==> config.mk <==
export PLATFORM = sky130hd
export DESIGN_NAME = fifo_wr_arbiter
export DESIGN_NICKNAME = d
export VERILOG_FILES = /design/src/rtl/fifo_wr_arbiter.sv
export SDC_FILE = /design/constraint.sdc
export NUM_CORES = 1
export LEC_CHECK = 0
export CORE_MARGIN = 2
export CORE_UTILIZATION = 30
export CTS_BUF_LIST = sky130_fd_sc_hd__clkbuf_8
export CTS_CLUSTER_DIAMETER = 40
export DETAILED_ROUTE_END_ITERATION = 16
export GPL_TIMING_DRIVEN = 0
export MAX_ROUTING_LAYER = met4
export PLACE_DENSITY = 0.81
export REMOVE_ABC_BUFFERS = 1
export SLEW_MARGIN = 40
export SYNTH_ARGS = -nofsm -noshare
export SYNTH_HDL_FRONTEND = slang
export SYNTH_SLANG_ARGS = --single-unit
==> constraint.sdc <==
create_clock -name clk -period 2.15 [get_ports clk]
set_clock_uncertainty 0.2 [all_clocks]
set_input_delay 0.3225 -clock clk [delete_from_list [all_inputs] [get_ports clk]]
set_output_delay 0.3225 -clock clk [all_outputs]
set_load 0.01 [all_outputs]
==> src/rtl/fifo_wr_arbiter.sv <==
// fifo_wr_arbiter
// Round-robin arbiter that lets NREQ streaming requesters share one
// downstream FIFO write port. A requester wins the port for a whole
// burst, which ends on its last marker or after MAX_BURST beats. Each
// written word carries the winner's ID above the payload.
//
// Ports
//   clk        : single clock, everything on its rising edge
//   rst        : synchronous reset, active-high
//   req_valid  : [NREQ]         per-requester data valid
//   req_last   : [NREQ]         per-requester end-of-burst marker
//   req_data   : [NREQ*WIDTH]   requester i payload at [i*WIDTH +: WIDTH]
//   req_ready  : [NREQ]         per-requester accept (only owner, only in BURST)
//   fifo_full  : downstream FIFO full flag
//   fifo_wen   : downstream FIFO write enable (one per accepted beat)
//   fifo_wdata : [TAGW+WIDTH]   {owner ID, payload}
//   busy       : high while a burst is granted
module fifo_wr_arbiter #(
    parameter int NREQ      = 4,
    parameter int WIDTH     = 36,
    parameter int MAX_BURST = 16
) (
    input  logic                              clk,
    input  logic                              rst,
    input  logic [NREQ-1:0]                   req_valid,
    input  logic [NREQ-1:0]                   req_last,
    input  logic [NREQ*WIDTH-1:0]             req_data,
    output logic [NREQ-1:0]                   req_ready,
    input  logic                              fifo_full,
    output logic                              fifo_wen,
    output logic [$clog2(NREQ)+WIDTH-1:0]     fifo_wdata,
    output logic                              busy
);

    localparam int TAGW = $clog2(NREQ);
    // The counter must be able to hold MAX_BURST itself after the final beat.
    localparam int CNTW = $clog2(MAX_BURST + 1);

    typedef enum logic {
        IDLE  = 1'b0,
        BURST = 1'b1
    } state_t;

    state_t            state;
    logic [TAGW-1:0]   owner;
    logic [TAGW-1:0]   rr_ptr;
    logic [CNTW-1:0]   count;

    logic [TAGW-1:0]   next_owner;
    logic              any_valid;
    logic [TAGW-1:0]   scan_sel;
    int                scan_sum;
    logic [WIDTH-1:0]  owner_data;
    logic              in_burst;
    logic              beat;
    logic              burst_end;

    // Round-robin pick: walk the offsets from the far end back to zero so
    // that the last hit written is the first valid index at or after rr_ptr.
    // rr_ptr + k stays below 2*NREQ, so one conditional subtract is the modulo.
    always_comb begin
        next_owner = rr_ptr;
        any_valid  = 1'b0;
        scan_sum   = 0;
        scan_sel   = '0;
        for (int k = NREQ - 1; k >= 0; k--) begin
            scan_sum = int'(rr_ptr) + k;
            if (scan_sum >= NREQ) begin
                scan_sum = scan_sum - NREQ;
            end
            scan_sel = TAGW'(scan_sum);
            if (req_valid[scan_sel]) begin
                next_owner = scan_sel;
                any_valid  = 1'b1;
            end
        end
    end

    // Payload of the current owner, selected from the flattened input bus.
    always_comb begin
        owner_data = '0;
        for (int i = 0; i < NREQ; i++) begin
            if (owner == TAGW'(i)) begin
                owner_data = req_data[i*WIDTH +: WIDTH];
            end
        end
    end

    // rst is synchronous, so the state register still reads BURST during the
    // reset cycle; gating with rst keeps the handshake silent on that cycle.
    assign in_burst  = (state == BURST) && !rst;
    assign beat      = in_burst && !fifo_full && req_valid[owner];
    assign burst_end = beat && (req_last[owner] || (count == CNTW'(MAX_BURST - 1)));

    // Only the owner may be accepted, and only while the FIFO has room.
    always_comb begin
        req_ready = '0;
        if (in_burst) begin
            req_ready[owner] = !fifo_full;
        end
    end

    assign fifo_wen   = beat;
    assign fifo_wdata = {owner, owner_data};
    assign busy       = in_burst;

    // Burst control: IDLE latches the round-robin winner, BURST counts beats
    // and hands the pointer to the next index once the burst closes. A stalled
    // or starved owner simply keeps the grant.
    always_ff @(posedge clk) begin
        if (rst) begin
            state  <= IDLE;
            owner  <= '0;
            rr_ptr <= '0;
            count  <= '0;
        end else begin
            case (state)
                IDLE: begin
                    if (any_valid) begin
                        owner <= next_owner;
                        count <= '0;
                        state <= BURST;
                    end
                end
                BURST: begin
                    if (beat) begin
                        count <= count + 1'b1;
                        if (burst_end) begin
                            state  <= IDLE;
                            rr_ptr <= (owner == TAGW'(NREQ - 1)) ? '0 : owner + 1'b1;
                        end
                    end
                end
                default: begin
                    state <= IDLE;
                end
            endcase
        end
    end

endmodule

==> metrics.yaml, run 1 <==
final_layout:
  drive_gt1_share_pct: 20.0
  area_delta_synth_final_pct: 124
  antenna-diode-count: 0
  final_net_count: 681
  finish.utilization_pct: 70.1
  final_design_area_no_fill_um2: 4200
  fin_cells: 594
routing:
  number_of_remaining_drc_errors: 0
  drt_wl_total_um: 9730
  m1WireLength_um: 4090
  drtPass1Iterations: 6
  detail_route.vias_per_cell: 5.24
  met2WireLength_um: 4890
  wl_met3_um: 590
  top_layer_used: "met4"
  route.vias.total: 3115
  wl_per_cell_um: 16.4
  initial_drc_count: 97
  ant_nets: 0
critical_path:
  path_cells: "inv_4, ha_4, buf_12, nand3b_1, a21oi_1, a21oi_1, o21ai_1, buf_2"
  worst-endpoint-required_ns: 1.63
  cpPeakStageDelay_ns: 0.36
  reg2reg_slack_ns: 0.24
  reg2regPathDepth: 6
  critical_path_class: "reg -> out"
  timing.critical_path.slowest_stage_cell: "sky130_fd_sc_hd__dfxtp_4"
  critPathLaunchType: "register"
  cp.depth: 8
  path_max_fanout: 15
  worst_path_dominant_cell_family: "buffers and inverters"
  r2r_start: "state$_SDFF_PP0_"
  critPathBufInv: 3
  crit_top_cell: "sky130_fd_sc_hd__a21oi_1"
  cp_data_arrival_time_ns: 1.73
  endpoint_kind: "output port"
  timing.critical_path.from: "owner[1]$_SDFFE_PP0P_"
timing:
  timing_hold_violations_final: 0
  setup-violations-final: 33
  final_critical_path_setup_slack_ns: -0.103
  finalCritPeriodShare_pct: 105
  timing.final.max_slew_violations: 0
  final.min_clock_period_ns: 2.25
  slew_headroom_pct: 74.0
  grt_setup_unrepaired: "true"
  worstMarginPinSlew_ns: 0.387
  whs_ns: 0.234
  max_clock_freq_mhz: 444
floorplanning:
  die_area_um2: 6900
  rows: 28
  die_width_um: 83.1
  core_area_um2: 5990
  start_util_pct: 31.3
  die_height_um: 83.1
  design.portCount: 199
logic_synthesis:
  synth_area_per_cell_um2: 5.83
  synth-warning-count: 0
  post_synth_edffs: 0
  netlist_instances: 322
  syn-cell-area_um2: 1880
  synth_seq_cells: 10
  yosys.cell_types.count: 34
  seq_area_frac_synth_pct: 10.7
  synth-async-reset-ratio_pct: 0
  synthFlopType: "sky130_fd_sc_hd__dfxtp_1"
global_routing:
  total_congestion_overflow: 0
  grt_start_max_net_pins: 49
  grt_use_total_pct: 27.2
  antenna_found_initial: 0
  grt_pass1_wl_um: 15300
  first_global_vias: 3076
power:
  cellPowerDensity_nw_per_um2: 367
  total_leakage_power_nw: 1.62
  power.total_mw: 1.54
  max-vdd-ir-drop_v: 0.000245
clocking:
  worst_skew_pair.late_latency_ns: 0.24
  h-tree-depth: 1
  cts_max_path_buffers: 2
  clkTransAtPathRegs_ns: 0.05
  cts_root_buf: "sky130_fd_sc_hd__clkbuf_8"
  clkSinkCount: 10
  cts_tree: "built"
  cts_made_buffers: 3
run:
  cap_violations: 0
status:
  run_status: "finished with violations"
  violated_checks: "negative setup slack"
worst_hold_path:
  whs_path_depth: 2
  holdCritPathClass: "in -> reg"
  min_from: "rst"
placed_design:
  postPlaceCellArea_um2: 3970
  post-place-cells: 569
  gp_routability_congestion: 0.833
  io_buffer_count: 198
  post-dp-hpwl_um: 6530
## cell families after synthesis
| logic type | after synthesis | synth area share, % |
|---|---|---|
| AO/OA/AOI/OAI | 119 | 32.3 |
| AND/OR/NAND/NOR | 147 | 41.3 |
| multiplexers | 6 | 4.93 |
| flip-flops | 10 | 10.7 |
| adder cells (fa/ha/maj) | 6 | 4.00 |
| buffers and inverters | 34 | 6.80 |
## state kept, by name, summed over array words and instances (netlist names)
register / cells
state: 1
count: 5
rr_ptr: 2
owner: 2
## placed cells by master (no fill, tap or decap), drive strengths merged, types with 2 or more instances in the layout
master           n
a211oi           2
a21oi           76
a31oi            2
and2             4
and3             2
buf             59
clkbuf           6
clkdlybuf4s50  151
dfxtp           10
dlygate4sd2     10
ha               6
inv              4
mux2             3
mux4             2
nand2           75
nand3            5
nand3b          37
nor2             6
nor2b            4
nor3             2
nor3b            2
o21ai           38
or2              2
## stage by stage
stage,TNS (ns),worst slack (ns)
2_1_floorplan,-24.31,-0.666
3_3_place_gp,-71.96,-1.81
3_5_place_dp,-30.09,-0.901
4_1_cts,-0.873,-0.0588
5_1_grt,-4.16,-0.185
6_report,-1.21,-0.103
## layer usage
layer | track usage (%) | vias to the layer above
met5 | - | -
met4 | 8.20 | 0
met3 | 2.88 | 13
met2 | 47.0 | 146
met1 | 33.2 | 1425
li1 | - | 1531
## layout make-up
class / instances / area [um2]
clock buffer: 4 / 55.1
inverter: 4 / 17.5
tap: 75 / 93.8
multi-input combinational: 278 / 1690
fill: 517 / 1790
sequential: 10 / 211
timing repair buffer: 223 / 2130
## synth_stat cells, types with 3 or more instances
cell                        n  area [um2]
sky130_fd_sc_hd__and2_1     4        25.0
sky130_fd_sc_hd__nor2b_1    4        25.0
sky130_fd_sc_hd__nor2_1     6        22.5
sky130_fd_sc_hd__a21oi_1   76         380
sky130_fd_sc_hd__inv_1      4        15.0
sky130_fd_sc_hd__nand3b_1  36         270
sky130_fd_sc_hd__o21ai_0   38         190
sky130_fd_sc_hd__nand2_1   75         282
sky130_fd_sc_hd__buf_1      8        30.0
sky130_fd_sc_hd__clkbuf_1  22        82.6
sky130_fd_sc_hd__ha_1       6        75.1
sky130_fd_sc_hd__nand3_1    5        25.0
sky130_fd_sc_hd__dfxtp_1   10         200
sky130_fd_sc_hd__mux2_2     3        33.8
## timing repair
item                       in CTS  in global routing
pin swaps                      18                  7
resized for setup             205                 30
hold buffers                    0                  0
hold endpoints to repair        0                  0
cloned                          2                  3
setup buffers                  16                  0
setup endpoints to repair      47                 36
## where the power goes
group	total (mW)	internal (mW)	switching (mW)	leakage [nW]
clock	0.243	0.162	0.0817	0.0288
combinational	1.09	0.617	0.474	1.50
sequential	0.205	0.193	0.0126	0.0832
## final timing paths
path / end
setup / recovery: fifo_wdata[30]
hold / removal: count[0]$_SDFFE_PP0P_
setup reg to reg: rr_ptr[1]$_SDFFE_PP0P_
hold reg to reg: count[4]$_SDFFE_PP0P_
Power figures use the tool's default switching activity.
==> run 2: changes to the inputs <==
--- a/config.mk
+++ b/config.mk
@@ -5,6 +5,7 @@
 export SDC_FILE = /design/constraint.sdc
 export NUM_CORES = 1
 export LEC_CHECK = 0
+export CAP_MARGIN = 10
 export CORE_MARGIN = 2
 export CORE_UTILIZATION = 30
 export CTS_BUF_LIST = sky130_fd_sc_hd__clkbuf_8
==> results of run 2 <==
The final DEF is identical to that of run 1; final timing and power are the same.
==> run 3: changes to the inputs <==
--- a/config.mk
+++ b/config.mk
@@ -14,7 +14,6 @@
 export GPL_TIMING_DRIVEN = 0
 export MAX_ROUTING_LAYER = met4
 export PLACE_DENSITY = 0.81
-export REMOVE_ABC_BUFFERS = 1
 export SLEW_MARGIN = 40
 export SYNTH_ARGS = -nofsm -noshare
 export SYNTH_HDL_FRONTEND = slang
==> metrics.yaml, run 3 (synthesis results as in run 1) <==
status:
  run_status: "finished with violations"  # unchanged
  violated_checks: "negative setup slack"  # unchanged
floorplanning:
  rows: 28  # unchanged
  start_util_pct: 31.3  # unchanged
  die_area_um2: 6900  # unchanged
  core_area_um2: 5990  # unchanged
  die_height_um: 83.1  # unchanged
  die_width_um: 83.1  # unchanged
  design.portCount: 199  # unchanged
placed_design:
  io_buffer_count: 198  # unchanged
  gp_routability_congestion: 0.873  # was 0.833
  detailedPlace.worstSlack_ns: -0.806  # was -0.901 ns
  post-dp-hpwl_um: 7540  # was 6530 um
routing:
  number_of_remaining_drc_errors: 0  # unchanged
  drtPass1Iterations: 4  # was 6
  wl_per_cell_um: 16.4  # about the same
  route.vias.total: 3159  # was 3115
  detail_route.vias_per_cell: 5.20  # was 5.24
  initial_drc_count: 116  # was 97
  drt_wl_total_um: 9990  # was 9730 um
  ant_nets: 0  # unchanged
timing:
  timing.final.max_slew_violations: 0  # unchanged
  max_clock_freq_mhz: 449  # was 444 MHz
  timing_hold_violations_final: 0  # unchanged
  whs_ns: 0.297  # was 0.234 ns
  worstMarginPinSlew_ns: 0.471  # was 0.387 ns
  slew_headroom_pct: 68.6  # was 74.0%
  final.min_clock_period_ns: 2.23  # was 2.25 ns
  finalCritPeriodShare_pct: 104  # was 105%
  setup-violations-final: 18  # was 33
  grt_setup_unrepaired: "true"  # unchanged
  final_critical_path_setup_slack_ns: -0.0763  # was -0.103 ns
run:
  cap_violations: 0  # unchanged
power:
  sw_frac_of_total_pct: 37.1  # was 36.9%
  power.sequential.fraction_pct: 13.6  # was 13.3%
  cellPowerDensity_nw_per_um2: 362  # was 367 nW/um2
  combinationalPowerShare_pct: 70.8  # was 70.9%
  max-vdd-ir-drop_v: 0.000186  # was 0.000245 V
  power_report.internal_total_mw: 0.949  # was 0.971 mW
  total_leakage_power_nw: 1.63  # was 1.62 nW
  power.switching_mw: 0.561  # was 0.568 mW
  clock_power_share_pct: 15.6  # was 15.8%
critical_path:
  path_max_fanout: 10  # was 15
  cp_data_arrival_time_ns: 1.70  # was 1.73 ns
  timing.critical_path.slowest_stage_cell: "sky130_fd_sc_hd__dfxtp_4"  # unchanged
  reg2reg_slack_ns: 0.04  # was 0.24 ns
  cpPeakStageDelay_ns: 0.37  # was 0.36 ns
  endpoint_kind: "output port"  # unchanged
  worst_path_dominant_cell_family: "buffers and inverters"  # unchanged
  r2r_start: "owner[0]$_SDFFE_PP0P_"  # was state$_SDFF_PP0_
  worst-endpoint-required_ns: 1.63  # about the same
  critical_path_class: "reg -> out"  # unchanged
  reg2regPathDepth: 7  # was 6
  path_cells: "inv_4, ha_4, clkbuf_4, nand3b_1, a21oi_2, a21oi_1, o21ai_1, buf_2"  # was inv_4, ha_4, buf_12, nand3b_1, a21oi_1, a21oi_1, o21ai_1, buf_2
  critPathLaunchType: "register"  # unchanged
  regToRegEndpoint: "count[2]$_SDFFE_PP0P_"  # was rr_ptr[1]$_SDFFE_PP0P_
  critPathBufInv: 3  # unchanged
final_layout:
  area_delta_synth_final_pct: 122  # was 124%
  drive_gt1_share_pct: 22.3  # was 20.0%
  final_cell_mix: "sky130_fd_sc_hd__clkdlybuf4s50_1 (152), sky130_fd_sc_hd__nand2_1 (74), sky130_fd_sc_hd__a21oi_1 (51), sky130_fd_sc_hd__buf_2 (37)"  # was sky130_fd_sc_hd__clkdlybuf4s50_1 (151), sky130_fd_sc_hd__nand2_1 (73), sky130_fd_sc_hd__a21oi_1 (58), sky130_fd_sc_hd__buf_2 (37), sky130_fd_sc_hd__nand3b_1 (36)
  largest_register_ffs: 5  # unchanged
  final_net_count: 695  # was 681
  reg_top3: "count x5, owner x2, rr_ptr x2"  # unchanged
  layout.cells.most_common: "sky130_fd_sc_hd__clkdlybuf4s50_1"  # unchanged
  antenna-diode-count: 0  # unchanged
  top_register: "count"  # unchanged
global_routing:
  total_congestion_overflow: 0  # unchanged
  first_global_vias: 3032  # was 3076
  antenna_found_initial: 0  # unchanged
  grt_start_max_net_pins: 11  # was 49
  grt_pass1_wl_um: 15300  # about the same
  grt_use_total_pct: 27.5  # was 27.2%
clocking:
  cts_tree: "built"  # unchanged
  clkSinkCount: 10  # unchanged
  cts_root_buf: "sky130_fd_sc_hd__clkbuf_8"  # unchanged
  cts_max_path_buffers: 2  # unchanged
  clkTransAtPathRegs_ns: 0.05  # about the same
  post_cts_hold_buffer_count: 0  # unchanged
  cts_made_buffers: 3  # unchanged
  h-tree-depth: 1  # unchanged
  worst_skew_pair.late_latency_ns: 0.24  # about the same
worst_hold_path:
  holdCritPathClass: "reg -> reg"  # was in -> reg
  whs_path_depth: 2  # unchanged
  timing.hold.worst_endpoint: "count[4]$_SDFFE_PP0P_"  # was count[0]$_SDFFE_PP0P_
  min_from: "count[4]$_SDFFE_PP0P_"  # was rst
logic_synthesis:
  total_nets_after_synthesis: 483
## run 3: changes by cell type in the layout (fill, tap and decap cells not counted), moves of 2 or more
cell,before,now
sky130_fd_sc_hd__a21oi_1,58,51
sky130_fd_sc_hd__a21oi_2,18,25
sky130_fd_sc_hd__clkbuf_16,2,0
sky130_fd_sc_hd__clkbuf_2,0,7
sky130_fd_sc_hd__buf_12,4,0
sky130_fd_sc_hd__clkbuf_8,4,11
sky130_fd_sc_hd__o21ai_1,33,36
sky130_fd_sc_hd__clkbuf_4,0,6
sky130_fd_sc_hd__o21ai_0,5,2
sky130_fd_sc_hd__buf_16,2,0
sky130_fd_sc_hd__buf_1,0,2
## run 3: per-layer routing
metal	vias to the layer above	track usage, %	wire length (um)
met5	-	-	0
met1	1447	33.3	4270
met4	0	7.60	182
met2	131	47.7	5000
met3	20	3.58	540
li1	1561	-	-
## run 3: worst max-delay path by stage
stage,from,endpoint,cells after the start
floorplan,owner[0]$_SDFFE_PP0P_,fifo_wdata[10],8
global placement,owner[0]$_SDFFE_PP0P_,fifo_wdata[33],9
detailed placement,owner[0]$_SDFFE_PP0P_,fifo_wdata[0],8
CTS,owner[1]$_SDFFE_PP0P_,fifo_wdata[13],8
global route,owner[1]$_SDFFE_PP0P_,fifo_wdata[7],8
finish,owner[1]$_SDFFE_PP0P_,fifo_wdata[11],8
## run 3: repair_timing
action	in CTS	in global routing
endpoints found under the setup margin	44	41
setup buffers	9	3
pin swaps	15	16
resized for setup	217	28
hold endpoints to repair	0	0
## run 3: final cells by class
| cell class | count | area [um2] |
|---|---|---|
| Clock buffer | 4 | 55.1 |
| Fill cell | 499 | 1820 |
| Sequential cell | 10 | 208 |
| Inverter | 4 | 20.0 |
| Buffer | 27 | 218 |
| Multi-Input combinational cell | 278 | 1700 |
| Tap cell | 75 | 93.8 |
| Timing Repair Buffer | 210 | 1880 |
## run 3: tightest hold or removal path, stage by stage (launching register included)
cell and delay [ns]:
sky130_fd_sc_hd__dfxtp_1 0.31, sky130_fd_sc_hd__nand3_1 0.07, sky130_fd_sc_hd__a21oi_1 0.06
## run 3: power by group through the flow
stage               logic (mW)  clock network (mW)  registers, mW
CTS                       1.02               0.237          0.205
detailed placement        1.06                   0          0.209
floorplan                0.435                   0          0.207
finish                    1.07               0.236          0.205
global route              1.16               0.245          0.206
global placement          1.05                   0          0.208
## run 3: through the flow
step | TNS [ns] | utilization [%] | std cells | power, mW | cell area, um2
2_1_floorplan | -0.0314 | - | 322 | 0.642 | 1880
3_3_place_gp | -28.81 | 66.1 | 595 | 1.26 | 3960
3_5_place_dp | -29.73 | 66.1 | 595 | 1.27 | 3960
4_1_cts | -0.997 | 68.3 | 605 | 1.47 | 4090
5_1_grt | -3.30 | 69.7 | 608 | 1.61 | 4170
6_report | -0.583 | 69.7 | 608 | 1.51 | 4170
